## config.mk

```make
export PLATFORM = sky130hd
export DESIGN_NAME = hpf_transient_detector
export DESIGN_NICKNAME = d
export VERILOG_FILES = /design/src/rtl/hpf_transient_detector_pkg.sv /design/src/rtl/hpf_transient_detector_run_counter.sv /design/src/rtl/hpf_transient_detector.sv
export SDC_FILE = /design/constraint.sdc
export NUM_CORES = 1
export LEC_CHECK = 0
export CORE_ASPECT_RATIO = 0.7
export CORE_MARGIN = 4
export CORE_UTILIZATION = 44
export CTS_CLUSTER_DIAMETER = 80
export CTS_CLUSTER_SIZE = 8
export DETAILED_ROUTE_END_ITERATION = 10
export GPL_TIMING_DRIVEN = 1
export PLACE_DENSITY = 0.76
export SLEW_MARGIN = 0
export SYNTH_ARGS = -nofsm -noshare
export SYNTH_HDL_FRONTEND = slang
export SYNTH_SLANG_ARGS = --single-unit
```

## constraint.sdc

```tcl
create_clock -name clk -period 3.2 [get_ports clk]
set_clock_uncertainty 0.05 [all_clocks]
set_input_delay 0.48 -clock clk [delete_from_list [all_inputs] [get_ports clk]]
set_output_delay 0.48 -clock clk [all_outputs]
set_load 0.005 [all_outputs]
```

## src/rtl/hpf_transient_detector_pkg.sv

```systemverilog
// Shared types and helpers for the HPF transient detector slice (package hpf_pkg).
package hpf_pkg;

    localparam int DATA_W_DEF = 8;
    localparam int CNT_W_DEF  = 16;

    typedef enum logic [1:0] {
        IDLE      = 2'd0,
        ARMING    = 2'd1,
        ACTIVE    = 2'd2,
        RELEASING = 2'd3
    } hpf_state_t;

    // Two's-complement negate keeps the most-negative value as 2^(W-1) when read unsigned.
    function automatic logic [DATA_W_DEF-1:0] abs_mag(input logic signed [DATA_W_DEF-1:0] x);
        return x[DATA_W_DEF-1] ? (~x + 1'b1) : x;
    endfunction

endpackage

```

## src/rtl/hpf_transient_detector_run_counter.sv

```systemverilog
// Qualification run counter shared between the arming and releasing phases.
module hpf_run_counter #(
    parameter int W = 8
) (
    input  logic         clk,
    input  logic         rst,
    input  logic         clr,
    input  logic         inc,
    input  logic [W-1:0] limit,
    output logic [W-1:0] count,
    output logic         hit
);

    // hit means the increment about to happen would reach the limit.
    assign hit = ({1'b0, count} + {{W{1'b0}}, 1'b1}) == {1'b0, limit};

    always_ff @(posedge clk) begin
        if (rst || clr) begin
            count <= '0;
        end else if (inc) begin
            count <= count + 1'b1;
        end
    end

endmodule

```

## src/rtl/hpf_transient_detector.sv

```systemverilog
// Rectifies HPF samples and flags transients with hysteresis and run qualification.
// Optional peak tracking is built only when HPF_PEAK_TRACK_EN is defined.
module hpf_transient_detector
    import hpf_pkg::*;
#(
    parameter int DATA_W    = DATA_W_DEF,
    parameter int HOLD_N    = 3,
    parameter int RELEASE_N = 4,
    parameter int CNT_W     = CNT_W_DEF
) (
    input  logic              clk,
    input  logic              rst,
    input  logic              sample_valid,
    input  logic [DATA_W-1:0] sample_in,
    input  logic [DATA_W-1:0] thr_hi,
    input  logic [DATA_W-1:0] thr_lo,
    input  logic              count_clr,
    output logic              event_pulse,
    output logic              active,
    output logic [CNT_W-1:0]  event_count,
    output logic [DATA_W-1:0] peak_mag
);

    hpf_state_t        state_q, state_d;
    logic [DATA_W-1:0] mag;
    logic              run_clr, run_inc, run_hit, enter_evt;
    logic [7:0]        run_limit, run_count;

    assign mag = abs_mag(sample_in);

    hpf_run_counter #(.W(8)) u_run (
        .clk   (clk),
        .rst   (rst),
        .clr   (run_clr),
        .inc   (run_inc),
        .limit (run_limit),
        .count (run_count),
        .hit   (run_hit)
    );

    // One counter serves both phases; the limit follows which side of the event we are on.
    always_comb begin
        state_d   = state_q;
        run_clr   = 1'b0;
        run_inc   = 1'b0;
        enter_evt = 1'b0;
        run_limit = (state_q == IDLE || state_q == ARMING) ? 8'(HOLD_N) : 8'(RELEASE_N);
        if (sample_valid) begin
            case (state_q)
                IDLE, ARMING: begin
                    if (mag >= thr_hi) begin
                        if (run_hit) begin
                            state_d   = ACTIVE;
                            run_clr   = 1'b1;
                            enter_evt = 1'b1;
                        end else begin
                            state_d = ARMING;
                            run_inc = 1'b1;
                        end
                    end else begin
                        state_d = IDLE;
                        run_clr = 1'b1;
                    end
                end
                ACTIVE, RELEASING: begin
                    if (mag < thr_lo) begin
                        if (run_hit) begin
                            state_d = IDLE;
                            run_clr = 1'b1;
                        end else begin
                            state_d = RELEASING;
                            run_inc = 1'b1;
                        end
                    end else begin
                        state_d = ACTIVE;
                        run_clr = 1'b1;
                    end
                end
                default: begin
                    state_d = IDLE;
                    run_clr = 1'b1;
                end
            endcase
        end
    end

    always_ff @(posedge clk) begin
        if (rst) begin
            state_q     <= IDLE;
            event_pulse <= 1'b0;
            active      <= 1'b0;
            event_count <= '0;
        end else begin
            state_q     <= state_d;
            event_pulse <= enter_evt;
            active      <= (state_d == ACTIVE) || (state_d == RELEASING);
            if (count_clr) begin
                event_count <= enter_evt ? CNT_W'(1) : '0;
            end else if (enter_evt && (event_count != {CNT_W{1'b1}})) begin
                event_count <= event_count + 1'b1;
            end
        end
    end

`ifdef HPF_PEAK_TRACK_EN
    logic [DATA_W-1:0] peak_q;

    // A new arming run restarts the peak; it then only grows until the next arming.
    always_ff @(posedge clk) begin
        if (rst) begin
            peak_q <= '0;
        end else if (sample_valid) begin
            if (state_q == IDLE) begin
                if (mag >= thr_hi) begin
                    peak_q <= mag;
                end
            end else if (mag > peak_q) begin
                peak_q <= mag;
            end
        end
    end

    assign peak_mag = peak_q;
`else
    assign peak_mag = '0;
`endif

endmodule

```

# After elaboration in Yosys (flattened, before gate mapping)
# Index checks and enable logic that the tools add are counted.
[op_classes] mux=24 n_eq_ne=7 n_lt_le_gt_ge=2 n_addsub=4 bitwise_logic=1 n_reduce_logical=8
[op_table] operator="2-to-1 mux 16 bit" count=2
[op_table] operator="adder 16 x 1 -> 16 bit, second input constant" count=1
[op_table] operator="adder 8 x 1 -> 8 bit, second input constant" count=2
[op_table] operator="inequality test 16 bit, second input constant" count=1
[op_table] operator="2-to-1 mux 1 bit" count=12
[op_table] operator="2-to-1 mux 2 bit" count=5
[op_table] operator="adder 8 x 1 -> 9 bit, second input constant" count=1
[op_table] operator="equality test 9 x 3 -> 1 bit" count=1
[op_table] operator="equality test 2 bit, second input constant" count=4
[op_table] operator="greater-or-equal comparator 8 bit" count=1
[op_table] operator="less-than comparator 8 bit" count=1
[op_table] operator="2-to-1 mux 8 bit" count=1
[op_table] operator="NOT 8 bit" count=1
[op_table] operator="one-hot mux 1 bit (2 select lines)" count=2
[op_table] operator="one-hot mux 2 bit (2 select lines)" count=1
[op_table] operator="OR reduction 2 bit" count=2
[op_table] operator="logical OR 1 bit" count=3
[op_table] operator="2-to-1 mux 3 bit" count=1
[op_table] operator="equality test 2 x 1 -> 1 bit, second input constant" count=1
[op_table] operator="logical NOT 2 bit" count=1
[op_table] operator="nonzero test 2 bit" count=1
[op_table] operator="logical AND 1 bit" count=1
[word_totals] elab_cells=51 regBits=28 output_inout_bits=26 input_bits=28

# Longest topological paths before layout
# Gate-level depths: netlist (run 1).
[depth] depth_word=11 mapped_depth=13 mapped_depth_nobuf=13

# Hierarchy
# A second synthesis (run 1) with hierarchy kept.
[unflattened] cells_unflattened=270 hier_area_um2=2147.1
[modules_own_cells] module="hpf_transient_detector" area_per_inst_um2=1579.0 seq_area_each_um2=380.4 cells_per_inst=203 n_inst=1
[modules_own_cells] module="hpf_run_counter" area_per_inst_um2=568.0 seq_area_each_um2=160.2 cells_per_inst=67 n_inst=1

# Worst setup path after synthesis (run 1)
# No wires, ideal clock.
[synth_timing] kind="input-to-reg" start="in sample_in[0]" end="reg event_count[5]" cell_stages=13 t_required_ns=3.079 slack_ns=0.048 setup_time_ns=0.071 arrival_ns=3.031 path_buffers=0 path_cell_list="inv_1 -> ha_1 -> nand2b_1 -> o41ai_1 -> xnor2_1 -> ha_1 -> a21o_1 -> a21oi_1 -> a21oi_1 -> nand2_1 -> or4_4 -> or3_1 -> a21oi_1"
[synth_via] elab_chain_cells=9
[synth_lines] item="from (decl)" line="hpf_transient_detector.sv:14" source="input logic [DATA_W-1:0] sample_in,"
[synth_lines] item="NOT 8 bit" line="hpf_transient_detector_pkg.sv:16" source="return x[DATA_W_DEF-1] ? (~x + 1'b1) : x;"
[synth_lines] item="adder 8 x 1 -> 8 bit" line="hpf_transient_detector_pkg.sv:16"
[synth_lines] item="2-to-1 mux 8 bit (*)" line="hpf_transient_detector_pkg.sv:16"
[synth_lines] item="greater-or-equal comparator 8 bit (*)" line="hpf_transient_detector.sv:51" source="if (mag >= thr_hi) begin"
[synth_lines] item="2-to-1 mux 1 bit (*)" line="hpf_transient_detector.sv:51"
[synth_lines] item="2-to-1 mux 1 bit (*)" line="hpf_transient_detector.sv:49" source="case (state_q)"
[synth_lines] item="2-to-1 mux 1 bit (*)" line="hpf_transient_detector.sv:48" source="if (sample_valid) begin"
[synth_lines] item="logical AND 1 bit (*)" line="hpf_transient_detector.sv:99" source="end else if (enter_evt && (event_count != {CNT_W{1'b1}})) begin"
[synth_lines] item="nonzero test 2 bit (no source line) (*)"
[synth_lines] item="to (signal assigned)" line="hpf_transient_detector.sv:98" source="event_count <= enter_evt ? CNT_W'(1) : '0;"
[synth_lines] item="to (signal assigned)" line="hpf_transient_detector.sv:100" source="event_count <= event_count + 1'b1;"
[synth_lines] item="to (decl)" line="hpf_transient_detector.sv:20" source="output logic [CNT_W-1:0] event_count,"
# Every way passes the cells marked *; elsewhere a longest branch is shown, timed or not.
# A chain may end at the register's enable or synchronous reset.

# Worst setup path in the final report (run 1)
[layout_timing] start="in sample_in[0]" end="reg u_run.count[4]"
[layout_via] elab_chain_cells=8 elab_cells_between_ends=14 classes_between="add/sub: 1; order compare: 2; mux: 9; bitwise: 1; reduce/logical: 1"
[layout_lines] item="NOT 8 bit" line="hpf_transient_detector_pkg.sv:16"
[layout_lines] item="adder 8 x 1 -> 8 bit" line="hpf_transient_detector_pkg.sv:16"
[layout_lines] item="2-to-1 mux 8 bit (*)" line="hpf_transient_detector_pkg.sv:16"
[layout_lines] item="less-than comparator 8 bit / greater-or-equal comparator 8 bit (equally long branches)" line="hpf_transient_detector.sv:66, hpf_transient_detector.sv:51"
[layout_lines] item="2-to-1 mux 1 bit, on equally long branches" line="hpf_transient_detector.sv:66, hpf_transient_detector.sv:51"
[layout_lines] item="one-hot mux 1 bit (2 select lines)" line="hpf_transient_detector.sv:49"
[layout_lines] item="2-to-1 mux 1 bit" line="hpf_transient_detector.sv:48"
[layout_lines] item="logical OR 1 bit" line="hpf_transient_detector_run_counter.sv:18" source="if (rst || clr) begin"
[layout_lines] item="to (signal assigned)" line="hpf_transient_detector_run_counter.sv:21" source="count <= count + 1'b1;"
[layout_lines] item="to (decl)" line="hpf_transient_detector_run_counter.sv:10" source="output logic [W-1:0] count,"
# Marks and branches as above.

==> results of run 1 <==
==> per-stage QoR <==
| step | instance area (sq um) | TNS (ps) | worst slack (ps) |
|---|---|---|---|
| after floorplan | 2100 | 0 | 48.2 |
| after global placement | 2690 | -8140 | -425 |
| after detailed placement | 2690 | -10310 | -509 |
| after CTS | 2860 | 0 | 70.1 |
| after global routing | 2990 | -403 | -81.4 |
| final | 2990 | 0 | 63.6 |
==> worst min-delay path, stage by stage, from the launching register on <==
cell	delay, ps
sky130_fd_sc_hd__dfxtp_1	350
sky130_fd_sc_hd__nand2_1	60
sky130_fd_sc_hd__o21ai_0	60
==> path summary, 6_finish.rpt <==
check | startpoint | to
worst min register to register | event_count[13] | event_count[13]
worst max-delay path | sample_in[0] | u_run.count[4]
worst max register to register | u_run.count[0] | event_count[10]
worst min-delay path | event_count[13] | event_count[13]
==> final cells by class <==
class	instances	area, sq um	share of cell area
clock inverter	1	7.51	0.00251
tap	55	68.8	0.0230
inverter	24	90.1	0.0302
sequential	27	541	0.181
clock buffer	3	41.3	0.0138
multi-input combinational	206	1550	0.520
timing repair buffer	76	686	0.230
==> synthesized netlist by cell type, types with 3 or more instances <==
library cell	instances
sky130_fd_sc_hd__o21ai_0	13
sky130_fd_sc_hd__or2_2	3
sky130_fd_sc_hd__a31oi_1	3
sky130_fd_sc_hd__nand2b_1	6
sky130_fd_sc_hd__ha_1	18
sky130_fd_sc_hd__nor2_1	22
sky130_fd_sc_hd__nand3_1	15
sky130_fd_sc_hd__nand4_1	5
sky130_fd_sc_hd__o31ai_1	3
sky130_fd_sc_hd__o311ai_0	3
sky130_fd_sc_hd__inv_1	24
sky130_fd_sc_hd__xnor2_1	13
sky130_fd_sc_hd__or3_1	5
sky130_fd_sc_hd__buf_4	8
sky130_fd_sc_hd__nor3_1	7
sky130_fd_sc_hd__a21oi_1	11
sky130_fd_sc_hd__nand2_1	30
sky130_fd_sc_hd__nor3b_1	3
sky130_fd_sc_hd__clkbuf_1	3
sky130_fd_sc_hd__dfxtp_1	27
sky130_fd_sc_hd__nor4_1	3
==> power by group <==
group | switching (W) | leakage, nW | internal (W)
clock | 0.000123 | 0.0217 | 0.0000888
combinational | 0.000119 | 0.929 | 0.000132
sequential | 0.00000202 | 0.217 | 0.000337
==> cell usage in the layout, fill, tap and decap left out, types with 3 or more instances in the layout <==
master,netlist,layout
sky130_fd_sc_hd__a21oi_1,11,7
sky130_fd_sc_hd__a21oi_4,0,4
sky130_fd_sc_hd__buf_4,8,29
sky130_fd_sc_hd__clkbuf_8,0,3
sky130_fd_sc_hd__clkdlybuf4s50_1,0,41
sky130_fd_sc_hd__conb_1,1,8
sky130_fd_sc_hd__dfxtp_1,27,27
sky130_fd_sc_hd__ha_1,18,15
sky130_fd_sc_hd__ha_2,0,3
sky130_fd_sc_hd__inv_1,24,22
sky130_fd_sc_hd__nand2_1,30,29
sky130_fd_sc_hd__nand2b_1,6,5
sky130_fd_sc_hd__nand3_1,15,13
sky130_fd_sc_hd__nand4_1,5,5
sky130_fd_sc_hd__nor2_1,22,22
sky130_fd_sc_hd__nor3_1,7,7
sky130_fd_sc_hd__nor3b_1,3,3
sky130_fd_sc_hd__nor4_2,2,3
sky130_fd_sc_hd__o21ai_0,13,11
sky130_fd_sc_hd__or2_2,3,3
sky130_fd_sc_hd__or3_1,5,4
sky130_fd_sc_hd__xnor2_1,13,10
==> per-layer routing <==
layer,GRT usage,vias up,wire (um)
met5,0,-,0
met4,0.0477,0,69
met3,0.0400,8,356
met2,0.307,71,2790
met1,0.265,1043,2800
li1,-,1076,-
==> repair_timing <==
| action | 4_1_cts | 5_1_grt |
|---|---|---|
| setup endpoints to repair | 22 | 24 |
| pin swaps | 12 | 13 |
| cloned | 0 | 0 |
| resized for setup | 21 | 23 |
| setup buffers | 5 | 4 |
==> registers in the layout (all words and copies together) (netlist names) <==
signal / flops
event_count: 16
u_run.count: 8
active: 1
event_pulse: 1
state_q: 1
==> cell families after synthesis <==
| group | share of synthesized area |
|---|---|
| adders and majority gates | 0.109 |
| other | 0.00181 |
| DFF | 0.261 |
| and+or+nand+nor | 0.304 |
| AOI/OAI and AO/OA | 0.173 |
| muxes | 0.00966 |
| buffers and inverters | 0.0881 |
| xor gates and xnor gates | 0.0549 |
==> flow_results.org, run 1 <==
** Synthesis
- Number of instances in the synthesized netlist :: 264
- Yosys mapped a number of flops with a built-in enable equal to 0.
- Mean Syn Cell Area :: 7.85 sq um
- After synthesis, the share of flip-flops with an asynchronous set or reset is 0.
- Post-synth top flop :: sky130_fd_sc_hd__dfxtp_1
- The largest total area in the synthesized netlist belongs to sky130_fd_sc_hd__dfxtp_1.
- Synth Cell Area :: 2070 sq um
- Proportion of synthesized chip area in sequential cells :: 0.261
- In this run, distinct cell masters in the synthesized netlist total 51.
- Cell types with the largest area share after synthesis :: sky130_fd_sc_hd__dfxtp_1, sky130_fd_sc_hd__ha_1, sky130_fd_sc_hd__xnor2_1
- The share of synthesized area in the top cell type comes to 0.261.
- For this run, the number of Yosys warnings is 0.
- Number of synthesized register bits :: 27

** Clock tree
- Sinks on Clock Net :: 27
- Clock tree buffer depth :: 2
- In this run the number of H-tree levels came out at 1.
- In this run, CTS created clock tree buffers numbering 3.
- The clock reaches the later pin of the worst-skew pair after 290 ps.
- Clock root cell :: sky130_fd_sc_hd__clkbuf_8
- TritonCTS built the clock tree.
- After clock tree synthesis, the clock-pin slew on the worst setup and hold paths is 110 ps.
- After clock tree synthesis, the flow added hold-fix buffers numbering 0.

** Timing
- Final hold slack :: 450 ps
- Based on the critical path, the design can be clocked at up to 0.319 GHz.
- Setup violations remaining at the end of the flow were counted as 0.
- In the finished design, the share of the clock period the worst path needs comes to 0.980.
- The smallest clock period supported by the final layout is computed as 3140 ps.
- Final Slew Violations :: 0
- The hold violation total from the final report came to 0.
- At the pin with the least slew margin, the transition time is 823 ps.
- Headroom to the max-slew limit came out at 0.447.

** Place
- Buffers placed on the I/O ports in this run total 45.
- Routability-driven placement finished with a final weighted congestion of 0.800.
- The HPWL after detailed placement is 4150 um.
- Number of cells after detailed placement :: 379

** Cells and area
- The area growth from synthesis to layout is 44.1%.
- Fraction of layout instances using a drive strength above 1 :: 0.223
- Total inserted antenna cells :: 0
- The filler cells instantiated in the layout total 362.
- For this run, the post-layout net count is 384.
- Finished Core Util :: 0.671
- Non-filler cells, final :: 392

** Global routing
- Initial antenna violation count :: 0
- The number of global-route vias before repair was 1991.
- The first global-routing pass estimated 9360 um of wire.
- Entering global routing, the biggest net connects 17 pins.
- Overall track demand over capacity in global routing :: 0.192
- Grt ovf :: 0

** Critical path
- Data on the critical path arrives at its endpoint at 3290 ps.
- Walking the worst path, the cells encountered are dlygate4sd2_1, inv_2, ha_2, nand2b_1, o41ai_2, xnor2_1, buf_4, buf_4, ha_1, nand2_1, o2111ai_2, a21oi_2, a21oi_4, a21oi_4, nand3_2, buf_4, o31ai_1.
- STA classifies the critical path endpoint as a flop.
- Delay contributed by the slowest stage of the critical path :: 280 ps
- Crit path required time :: 3360 ps
- Flop2flop setup slack :: 320 ps
- For this design, the slowest cell found on the critical path is sky130_fd_sc_hd__ha_1.
- The worst setup path is launched from an input port.
- The worst setup path is of the input port to flop kind.
- Worst Reg2Reg Path Length in Cells :: 9
- Buf+Inv Stages, Crit Path :: 5
- In this run the number of cells on the critical path is 17.
- Of all nets on the critical path, the largest fanout is 4.
- CP most frequent cell :: sky130_fd_sc_hd__buf_4
- Family of cells with the greatest summed delay on the critical path :: compound AO/OA/AOI/OAI gates

** Run
- The tool flagged a number of max-cap violations equal to 0.

** Floorplanning
- The floorplan step defined a die boundary enclosing 5890 sq um.
- The floorplan step set the die height to 65.4 um.
- The floorplan step defined a core boundary enclosing 4450 sq um.
- During I/O placement, the number of pins put on the boundary was 54.
- The initial utilization of the core area, before any placement, comes to 0.465.
- Number of placement rows :: 20
- Measured along the x axis, the die boundary spans 90.0 um.

** Power
- PnR Total Power :: 0.000802 W
- In this run the static leakage power is 1.17 nW.
- Power per standard cell area :: 268 nW/um^2
- IR analysis of the VDD net gives a maximum drop of 159 uV.

** Route
- Iter 0 DRT Violations :: 140
- Total via count after detailed routing :: 2198
- The first detailed-routing pass took 4 iterations.
- Post-DR vias/cell :: 5.61
- Antenna Nets Post-Route :: 0
- For this run, design rule violations remaining after detail routing come to 0.
- Detailed Route WL :: 6020 um
- Mean routed wirelength per cell :: 15.4 um

** Worst hold path
- The tightest min-delay check is of the flop to flop type.
- Hold path cells :: 2

** Status
- Result of the run :: completed
(Power assumes the default switching activity.)
==> run 2: changes to the inputs <==
CORE_UTILIZATION = 50   (was 44)
PLACE_DENSITY = 0.82   (was 0.76)
clock period = 3.9 ns   (was 3.2 ns; I/O delays follow)
==> flow_results.org, run 2 (synthesis gave the netlist of run 1 again) <==
** Status
- Result of the run :: completed (unchanged)

** Place
- The number of cells in the design after placement was 359 (was 379).
- Area post-placement :: 2560 sq um (was 2690 sq um)
- The global placement routability congestion was 0.845 (was 0.800).
- Number of input and output port buffers inserted :: 45 (unchanged)
- The estimated wirelength of the detail-placed design was 4110 um (was 4150 um).

** Clock tree
- Post-CTS Repair Setup Buffers :: 0 (was 5)
- The clock-pin slew reported for the worst setup and hold paths after clock tree synthesis was 100 ps (was 110 ps).
- The number of CTS-inserted buffers was 3 (unchanged).
- The H-tree depth came to 1 (unchanged).
- The number of clock sinks came to 27 (unchanged).
- The maximum buffer depth of the clock tree came to 2 (unchanged).
- Clock root cell :: sky130_fd_sc_hd__clkbuf_8 (unchanged)
- Clock tree from TritonCTS :: done (unchanged)
- Hold-fix buffer count after cts :: 0 (unchanged)
- Latest clock arrival within the worst-skew pair :: 280 ps (was 290 ps)

** Route
- Mean routed wirelength per cell :: 14.8 um (was 15.4 um)
- First-pass DRT Iterations :: 4 (unchanged)
- The wire length reported by the detailed router was 5380 um (was 6020 um).
- The DRC violations left is 0 (unchanged).
- The remaining antenna violation count came to 0 (unchanged).
- Post-DR vias/cell :: 5.70 (was 5.61)
- Iter 0 DRT Violations :: 112 (was 140)
- The via count came to 2069 (was 2198).

** Cells and area
- Register bank with the most flops :: event_count (unchanged)
- The number of nets in the layout is 358 (was 384).
- The layout cell share with drive strength beyond 1 came to 0.0804 (was 0.223).
- Registers with the most flip-flops :: event_count (16), u_run.count (8) (unchanged)
- The total inserted antenna cells is 0 (unchanged).
- Fillers :: 341 (was 362)
- The cell area after layout came to 2620 sq um (was 2990 sq um).
- Non-filler cells, final :: 363 (was 392)
- The flip-flop count of the largest register, all copies and words added was 16 (unchanged).
- The layout overhead on the synthesized area came to 26.6% (was 44.1%).
- The most common cell after layout, fill and taps aside is sky130_fd_sc_hd__clkdlybuf4s50_1 (unchanged).
- Commonest cells after routing, fill and taps aside :: sky130_fd_sc_hd__clkdlybuf4s50_1, sky130_fd_sc_hd__nand2_1, sky130_fd_sc_hd__dfxtp_1, sky130_fd_sc_hd__inv_1, sky130_fd_sc_hd__nor2_1 (was sky130_fd_sc_hd__clkdlybuf4s50_1, sky130_fd_sc_hd__nand2_1, sky130_fd_sc_hd__buf_4, sky130_fd_sc_hd__dfxtp_1)
- The utilization after layout was 0.661 (was 0.671).

** Critical path
- Worst Reg2Reg Path Length in Cells :: 8 (was 9)
- The kind of start point of the critical path is an input port (unchanged).
- The endpoint of the worst-slack reg-to-reg timing path is event_count[10] (unchanged).
- Crit path required time :: 4000 ps (was 3360 ps)
- The start point of the critical path is sample_in[0] (unchanged).
- Crit path arrival time :: 3830 ps (was 3290 ps)
- Critical path endpoint category :: flop (unchanged)
- RR Startpoint :: u_run.count[0] (unchanged)
- The setup slack of the worst register-to-register path is 880 ps (was 320 ps).
- Biggest fanout along the worst timing path :: 6 (was 4)
- WS Path Type :: input port to flop (unchanged)

** Timing
- Clock period minus worst slack :: 3730 ps
- The hold violation total from the final report is 0 (unchanged).
- Setup repair after global routing left no endpoint under its margin.
- For this run, the top clock speed supported by timing is 0.268 GHz.
- Final Slew Violations :: 0 (unchanged)
- The slew at the pin closest to its max-slew limit came to 723 ps (was 823 ps).
- The number of setup violations in the final report was 0 (unchanged).
- The worst slew slack as a fraction of its limit is 0.514 (was 0.447).
- In the finished design, the share of the clock period the worst path needs comes to 0.957.

** Global routing
- The initial antenna violation count was 0 (unchanged).
- Routing usage on met2 :: 0.345 (was 0.307)
- The global-route met3 utilization is 0.0487 (was 0.0400).
- Via count of the first global-routing pass :: 1850 (was 1991)
- The routing layer with the top usage in global route is met2 (unchanged).
- Overall track demand over capacity in global routing :: 0.202 (was 0.192)
- Largest net degree at the start of global routing :: 17 (unchanged)
- Grt ovf :: 0 (unchanged)
- Wire length of the first global-routing pass :: 8610 um (was 9360 um)
- GRT met1 Usage :: 0.270 (was 0.265)

** Worst hold path
- Startpoint of the tightest hold check path :: event_count[13] (unchanged)
- Hold path cells :: 2 (unchanged)
- Class of the tightest hold or removal check :: flop to flop (unchanged)
- Capture endpoint of the worst hold path :: event_count[13] (unchanged)

** Floorplanning
- The number of top-level pins was 54 (unchanged).
- The height of the chip came to 61.9 um (was 65.4 um).
- Effective utilization at floorplan :: 0.522 (was 0.465)
- The number of cell rows came to 19 (was 20).
- Core Area :: 3970 sq um (was 4450 sq um)
- The die area was 5260 sq um (was 5890 sq um).
- Die X-Extent :: 85.0 um (was 90.0 um)

** Power
- Power per standard cell area :: 225 nW/um^2 (was 268 nW/um^2)
- The maximum VDD drop came to 182 uV (was 159 uV).
- The leakage power is 0.992 nW (was 1.17 nW).
- PnR Total Power :: 0.000591 W (was 0.000802 W)

** Run
- Max-capacitance violation count :: 0 (unchanged)
-- run 2: cell types whose count changed in the layout (fill, tap and decap cells not counted), sizes merged --
cell	previous run	this run
clkdlybuf4s50	41	45
buf	31	5
dlymetal6s2s	1	0
dlygate4sd2	2	0
clkbuf	4	3
-- run 2: power breakdown --
| group | internal [W] | switching, W | total, W |
|---|---|---|---|
| combinational | 0.0000680 | 0.0000761 | 0.000144 |
| sequential | 0.000276 | 0.00000157 | 0.000278 |
| clock | 0.0000728 | 0.0000962 | 0.000169 |
| total | 0.000417 | 0.000174 | 0.000591 |
-- run 2: layer usage --
metal	routed length, um	share of wire	vias to the layer above
met3	436	0.081	6
met4	34	0.0063	0
met2	2440	0.45	83
met5	0	0	-
met1	2470	0.46	957
li1	-	-	1023
-- run 2: area by class of cell --
| cell class | count | area (sq um) | share of cell area |
|---|---|---|---|
| Clock buffer | 3 | 41.3 | 0.0157 |
| Tap cell | 52 | 65.1 | 0.0248 |
| Inverter | 24 | 90.1 | 0.0343 |
| Timing Repair Buffer | 50 | 488 | 0.186 |
| Multi-Input combinational cell | 206 | 1390 | 0.530 |
| Sequential cell | 27 | 541 | 0.206 |
| Clock inverter | 1 | 7.51 | 0.00286 |
-- run 2: worst max-delay path, cell delays in order --
cell,delay [ps]
sky130_fd_sc_hd__clkdlybuf4s50_1,520
sky130_fd_sc_hd__inv_1,80
sky130_fd_sc_hd__ha_1,290
sky130_fd_sc_hd__nand2_1,60
sky130_fd_sc_hd__o21ai_0,200
sky130_fd_sc_hd__ha_1,350
sky130_fd_sc_hd__a2111oi_0,90
sky130_fd_sc_hd__buf_4,150
sky130_fd_sc_hd__o311ai_2,330
sky130_fd_sc_hd__nand2_1,150
sky130_fd_sc_hd__buf_4,190
sky130_fd_sc_hd__or2_2,310
sky130_fd_sc_hd__o311ai_0,380
sky130_fd_sc_hd__o41ai_1,150
-- run 2: what timing repair did --
item                       in CTS  in global routing
resized for setup               0                  2
setup endpoints to repair       0                  1
hold endpoints to repair        0                  0
-- run 2: stage by stage --
step	setup WS [ps]	hold WS, ps	setup TNS (ps)
after floorplan	643	424	0
after global placement	156	430	0
after detailed placement	-40.4	446	-76.4
after CTS	199	460	0
after global routing	19.3	479	0
final	166	459	0
-- run 2: worst max path at each step --
stage | endpoint | cells past startpoint
after detailed placement | event_count[9] | 14
after floorplan | event_count[5] | 13
after CTS | event_count[9] | 14
final | event_count[9] | 14
after global placement | event_count[5] | 13
after global routing | event_count[9] | 14
==> run 3: changes to the inputs <==
ABC_AREA = 1   (was not set)
PLACE_DENSITY = 0.83   (was 0.82)
==> flow_results.org, run 3 <==
** Cells and area
- The layout overhead on the synthesized area was 23.0% (was 26.6%).
- The most common cell after layout, fill and taps aside was sky130_fd_sc_hd__nand2_1 (was sky130_fd_sc_hd__clkdlybuf4s50_1).
- The register with the most flip-flops is event_count (unchanged).
- Number of flip-flops under the largest register name :: 16 (unchanged)
- Commonest cells after routing, fill and taps aside :: sky130_fd_sc_hd__nand2_1, sky130_fd_sc_hd__inv_1, sky130_fd_sc_hd__clkdlybuf4s50_1, sky130_fd_sc_hd__nor2_1, sky130_fd_sc_hd__dfxtp_1 (was sky130_fd_sc_hd__clkdlybuf4s50_1, sky130_fd_sc_hd__nand2_1, sky130_fd_sc_hd__dfxtp_1, sky130_fd_sc_hd__inv_1, sky130_fd_sc_hd__nor2_1)
- Registers with the most flip-flops: event_count (16), u_run.count (8) (unchanged).
- Fraction of layout instances using a drive strength above 1 :: 0.0698 (was 0.0804)
- Final net count :: 434 (was 358)
- Summed area of non-filler cells in the final layout :: 2700 sq um (was 2620 sq um)
- The total inserted antenna cells came to 0 (unchanged).

** Critical path
- The kind of start point of the critical path was an input port (unchanged).
- Biggest fanout along the worst timing path :: 13 (was 6)
- The endpoint of the worst-slack reg-to-reg timing path was event_count[10] (unchanged).
- The data arrival time at the worst-slack endpoint is 3440 ps (was 3830 ps).
- The worst reg-to-reg path cell count is 13 (was 8).
- The start point of the critical path is sample_in[0] (unchanged).
- Crit path required time :: 4050 ps (was 4000 ps)
- Flop2flop setup slack :: 1610 ps (was 880 ps)
- The startpoint of the worst register-to-register path is u_run.count[0] (unchanged).
- The type of element capturing the critical path was a flop (unchanged).
- WS Path Type :: input port to flop (unchanged)

** Floorplanning
- Chip height :: 63.4 um (was 61.9 um)
- Core Area :: 4070 sq um (was 3970 sq um)
- The initial core utilization is 0.540 (was 0.522).
- Die area :: 5530 sq um (was 5260 sq um)
- Number of placement rows :: 19 (unchanged)
- The overall die width came to 87.2 um (was 85.0 um).
- Count of boundary I/O pins :: 54 (unchanged)

** Timing
- The slew at the pin closest to its max-slew limit was 633 ps (was 723 ps).
- RSZ-0062 raised after global routing: false (unchanged).
- The final sum of negative setup slack was 0 ps (unchanged).
- Clock period minus worst slack :: 3280 ps (was 3730 ps)
- Maximum frequency from static timing analysis :: 0.305 GHz (was 0.268 GHz)
- The worst path setup slack after routing came to 618 ps (was 166 ps).
- Slew Limit Headroom :: 0.576 (was 0.514)
- The max-slew violation total from the final report came to 0 (unchanged).
- The worst hold-check slack was 451 ps (was 459 ps).
- The hold violation total from the final report came to 0 (unchanged).
- The number of setup violations in the final report came to 0 (unchanged).
- Final Cycle Share :: 0.841 (was 0.957)

** Place
- Post-Place Worst Slack :: 333 ps (was -40.4 ps)
- Area post-placement :: 2650 sq um (was 2560 sq um)
- The port buffer count was 45 (unchanged).
- The estimated wirelength of the detail-placed design came to 4340 um (was 4110 um).
- RD Place Congestion :: 0.905 (was 0.845)

** Status
- Result of the run :: completed (unchanged)

** Synthesis
- Share of async-settable or async-resettable flops after synthesis :: 0 (unchanged)
- The register bit total from synthesis is 27 (unchanged).
- Dominant cell by count in the synthesized netlist :: sky130_fd_sc_hd__nand2_1 (unchanged)
- Most frequent cells after synthesis :: sky130_fd_sc_hd__nand2_1, sky130_fd_sc_hd__inv_1, sky130_fd_sc_hd__nor2_1, sky130_fd_sc_hd__dfxtp_1, sky130_fd_sc_hd__a21oi_1 (was sky130_fd_sc_hd__nand2_1, sky130_fd_sc_hd__dfxtp_1, sky130_fd_sc_hd__inv_1, sky130_fd_sc_hd__nor2_1, sky130_fd_sc_hd__ha_1)
- The total number of yosys warnings came to 0 (unchanged).
- The dominant register cell in the synthesized netlist is sky130_fd_sc_hd__dfxtp_1 (unchanged).
- Most area-hungry cell type in the Yosys netlist :: sky130_fd_sc_hd__dfxtp_1 (unchanged)
- Cell types with the largest area share after synthesis: sky130_fd_sc_hd__dfxtp_1, sky130_fd_sc_hd__nand2_1, sky130_fd_sc_hd__ha_1 (was sky130_fd_sc_hd__dfxtp_1, sky130_fd_sc_hd__ha_1, sky130_fd_sc_hd__xnor2_1).
- The count of unique library cells instantiated by Yosys came to 35 (was 51).
- Number of instances in the synthesized netlist :: 342 (was 264)
- The mean post-synth cell area is 6.41 sq um (was 7.85 sq um).
- The sequential share of the synthesized area was 0.246 (was 0.261).
- Synth Cell Area :: 2190 sq um (was 2070 sq um)
- EDFF count, synth :: 0 (unchanged)
- Area share of the largest cell type after synthesis :: 0.246 (was 0.261)

** Worst hold path
- The worst hold path stage count is 2 (unchanged).
- The worst-case hold path end point is u_run.count[6] (was event_count[13]).
- Class of the tightest hold or removal check :: flop to flop (unchanged)
- Startpoint of the tightest hold check path :: u_run.count[6] (was event_count[13])

** Route
- The remaining antenna violation count is 0 (unchanged).
- Detailed-route DRC error count :: 0 (unchanged)
- The via-per-instance ratio was 5.08 (was 5.70).
- Mean routed wirelength per cell :: 12.1 um (was 14.8 um)
- First-pass DRT Iterations :: 4 (unchanged)
- The number of design-rule violations left by the first detailed-router iteration came to 222 (was 112).
- Detailed Route WL :: 5300 um (was 5380 um)
- Total via count after detailed routing :: 2230 (was 2069)

** Power
- The leakage power is 1.17 nW (was 0.992 nW).
- Power per standard cell area :: 219 nW/um^2 (was 225 nW/um^2)
- The maximum VDD drop was 153 uV (was 182 uV).

** Global routing
- The pin count of the biggest net entering global routing was 17 (unchanged).
- Overall track demand over capacity in global routing :: 0.189 (was 0.202)
- The global-route wire length before repair was 8690 um (was 8610 um).
- The initial antenna violation count is 0 (unchanged).
- Via count of the first global-routing pass :: 1999 (was 1850)
- Grt ovf :: 0 (unchanged)

** Clock tree
- The insertion delay to the later sink of the worst-skew pair was 280 ps (about the same).
- Clock tree from TritonCTS :: done (unchanged)
- Resize count post-CTS :: 0 (unchanged)
- H-tree depth reported by CTS :: 1 (unchanged)
- The number of CTS-inserted buffers came to 3 (unchanged).
- The maximum buffer depth of the clock tree came to 2 (unchanged).
- The number of clock sinks came to 27 (unchanged).
- The root cell of the clock tree is sky130_fd_sc_hd__clkbuf_8 (unchanged).
- The hold buffer count at cts is 0 (unchanged).
- The count of buffers added by post-CTS timing repair for setup came to 0 (unchanged).
- The clock-pin slew reported for the worst setup and hold paths after clock tree synthesis came to 100 ps (about the same).

** Run
- Max-capacitance violation count :: 0 (unchanged)
==> run 3: changes by cell type after synthesis, sizes merged, moves of 4 or more <==
cell,change
xnor2,-11
or3,-5
a21oi,+13
nor2,+13
xor2,+6
o311ai,-4
nand3,+8
nand2,+66
nand4,+5
nand2b,-6
nor4,-5
inv,+35
==> run 3: worst max path at each step <==
stage | end | slack [ps] | depth (start not counted)
after floorplan | event_count[11] | 1200 | 16
after global placement | event_count[10] | 460 | 17
after detailed placement | event_count[10] | 330 | 17
after CTS | event_count[10] | 620 | 17
after global routing | event_count[14] | 290 | 17
final | event_count[10] | 620 | 17
==> run 3: logic make-up after synthesis <==
family	after synthesis	synth area share
AOI/OAI and AO/OA	41	0.102
other	1	0.00171
adders and majority gates	18	0.103
and+or+nand+nor	177	0.375
xor gates and xnor gates	8	0.0319
buffers and inverters	70	0.140
DFF	27	0.246
==> run 3: where the power goes <==
group / internal [W] / switching, W
combinational: 0.0000628 / 0.0000803
sequential: 0.000279 / 0.00000458
clock: 0.0000726 / 0.0000924
==> run 3: critical path, cell delays in order <==
cell	delay, ps
sky130_fd_sc_hd__clkdlybuf4s50_1	410
sky130_fd_sc_hd__inv_1	110
sky130_fd_sc_hd__ha_1	180
sky130_fd_sc_hd__nand2_1	70
sky130_fd_sc_hd__o31ai_1	240
sky130_fd_sc_hd__xnor2_1	150
sky130_fd_sc_hd__ha_1	290
sky130_fd_sc_hd__nand2_1	60
sky130_fd_sc_hd__nor2_1	180
sky130_fd_sc_hd__nand4_1	110
sky130_fd_sc_hd__nand3_1	160
sky130_fd_sc_hd__nand2_1	130
sky130_fd_sc_hd__nor2_4	180
sky130_fd_sc_hd__nand2_2	180
sky130_fd_sc_hd__inv_1	170
sky130_fd_sc_hd__nand3_1	80
sky130_fd_sc_hd__a21oi_1	160
==> run 3: area by class of cell <==
| type | instances | area (sq um) |
|---|---|---|
| clock buffer | 3 | 41.3 |
| clock inverter | 1 | 7.51 |
| fill | 367 | 1370 |
| inverter | 59 | 221 |
| multi-input combinational | 252 | 1370 |
| sequential | 27 | 541 |
| tap | 52 | 65.1 |
| timing repair buffer | 45 | 450 |
==> run 3: per-layer routing <==
metal | up-vias | track usage | share of wire
met3 | 4 | 0.0326 | 0.066
met2 | 73 | 0.305 | 0.45
met1 | 993 | 0.269 | 0.47
met4 | 0 | 0.0249 | 0.0059
li1 | 1160 | - | -
met5 | - | 0 | 0
==> run 3: metrics by stage <==
stage,cells,total power (W),utilization
2_1_floorplan,349,0.000383,-
4_1_cts,439,0.000595,0.664
3_5_place_dp,435,0.000431,0.652
3_3_place_gp,435,0.000426,0.652
5_1_grt,439,0.000627,0.664
6_report,439,0.000592,0.664
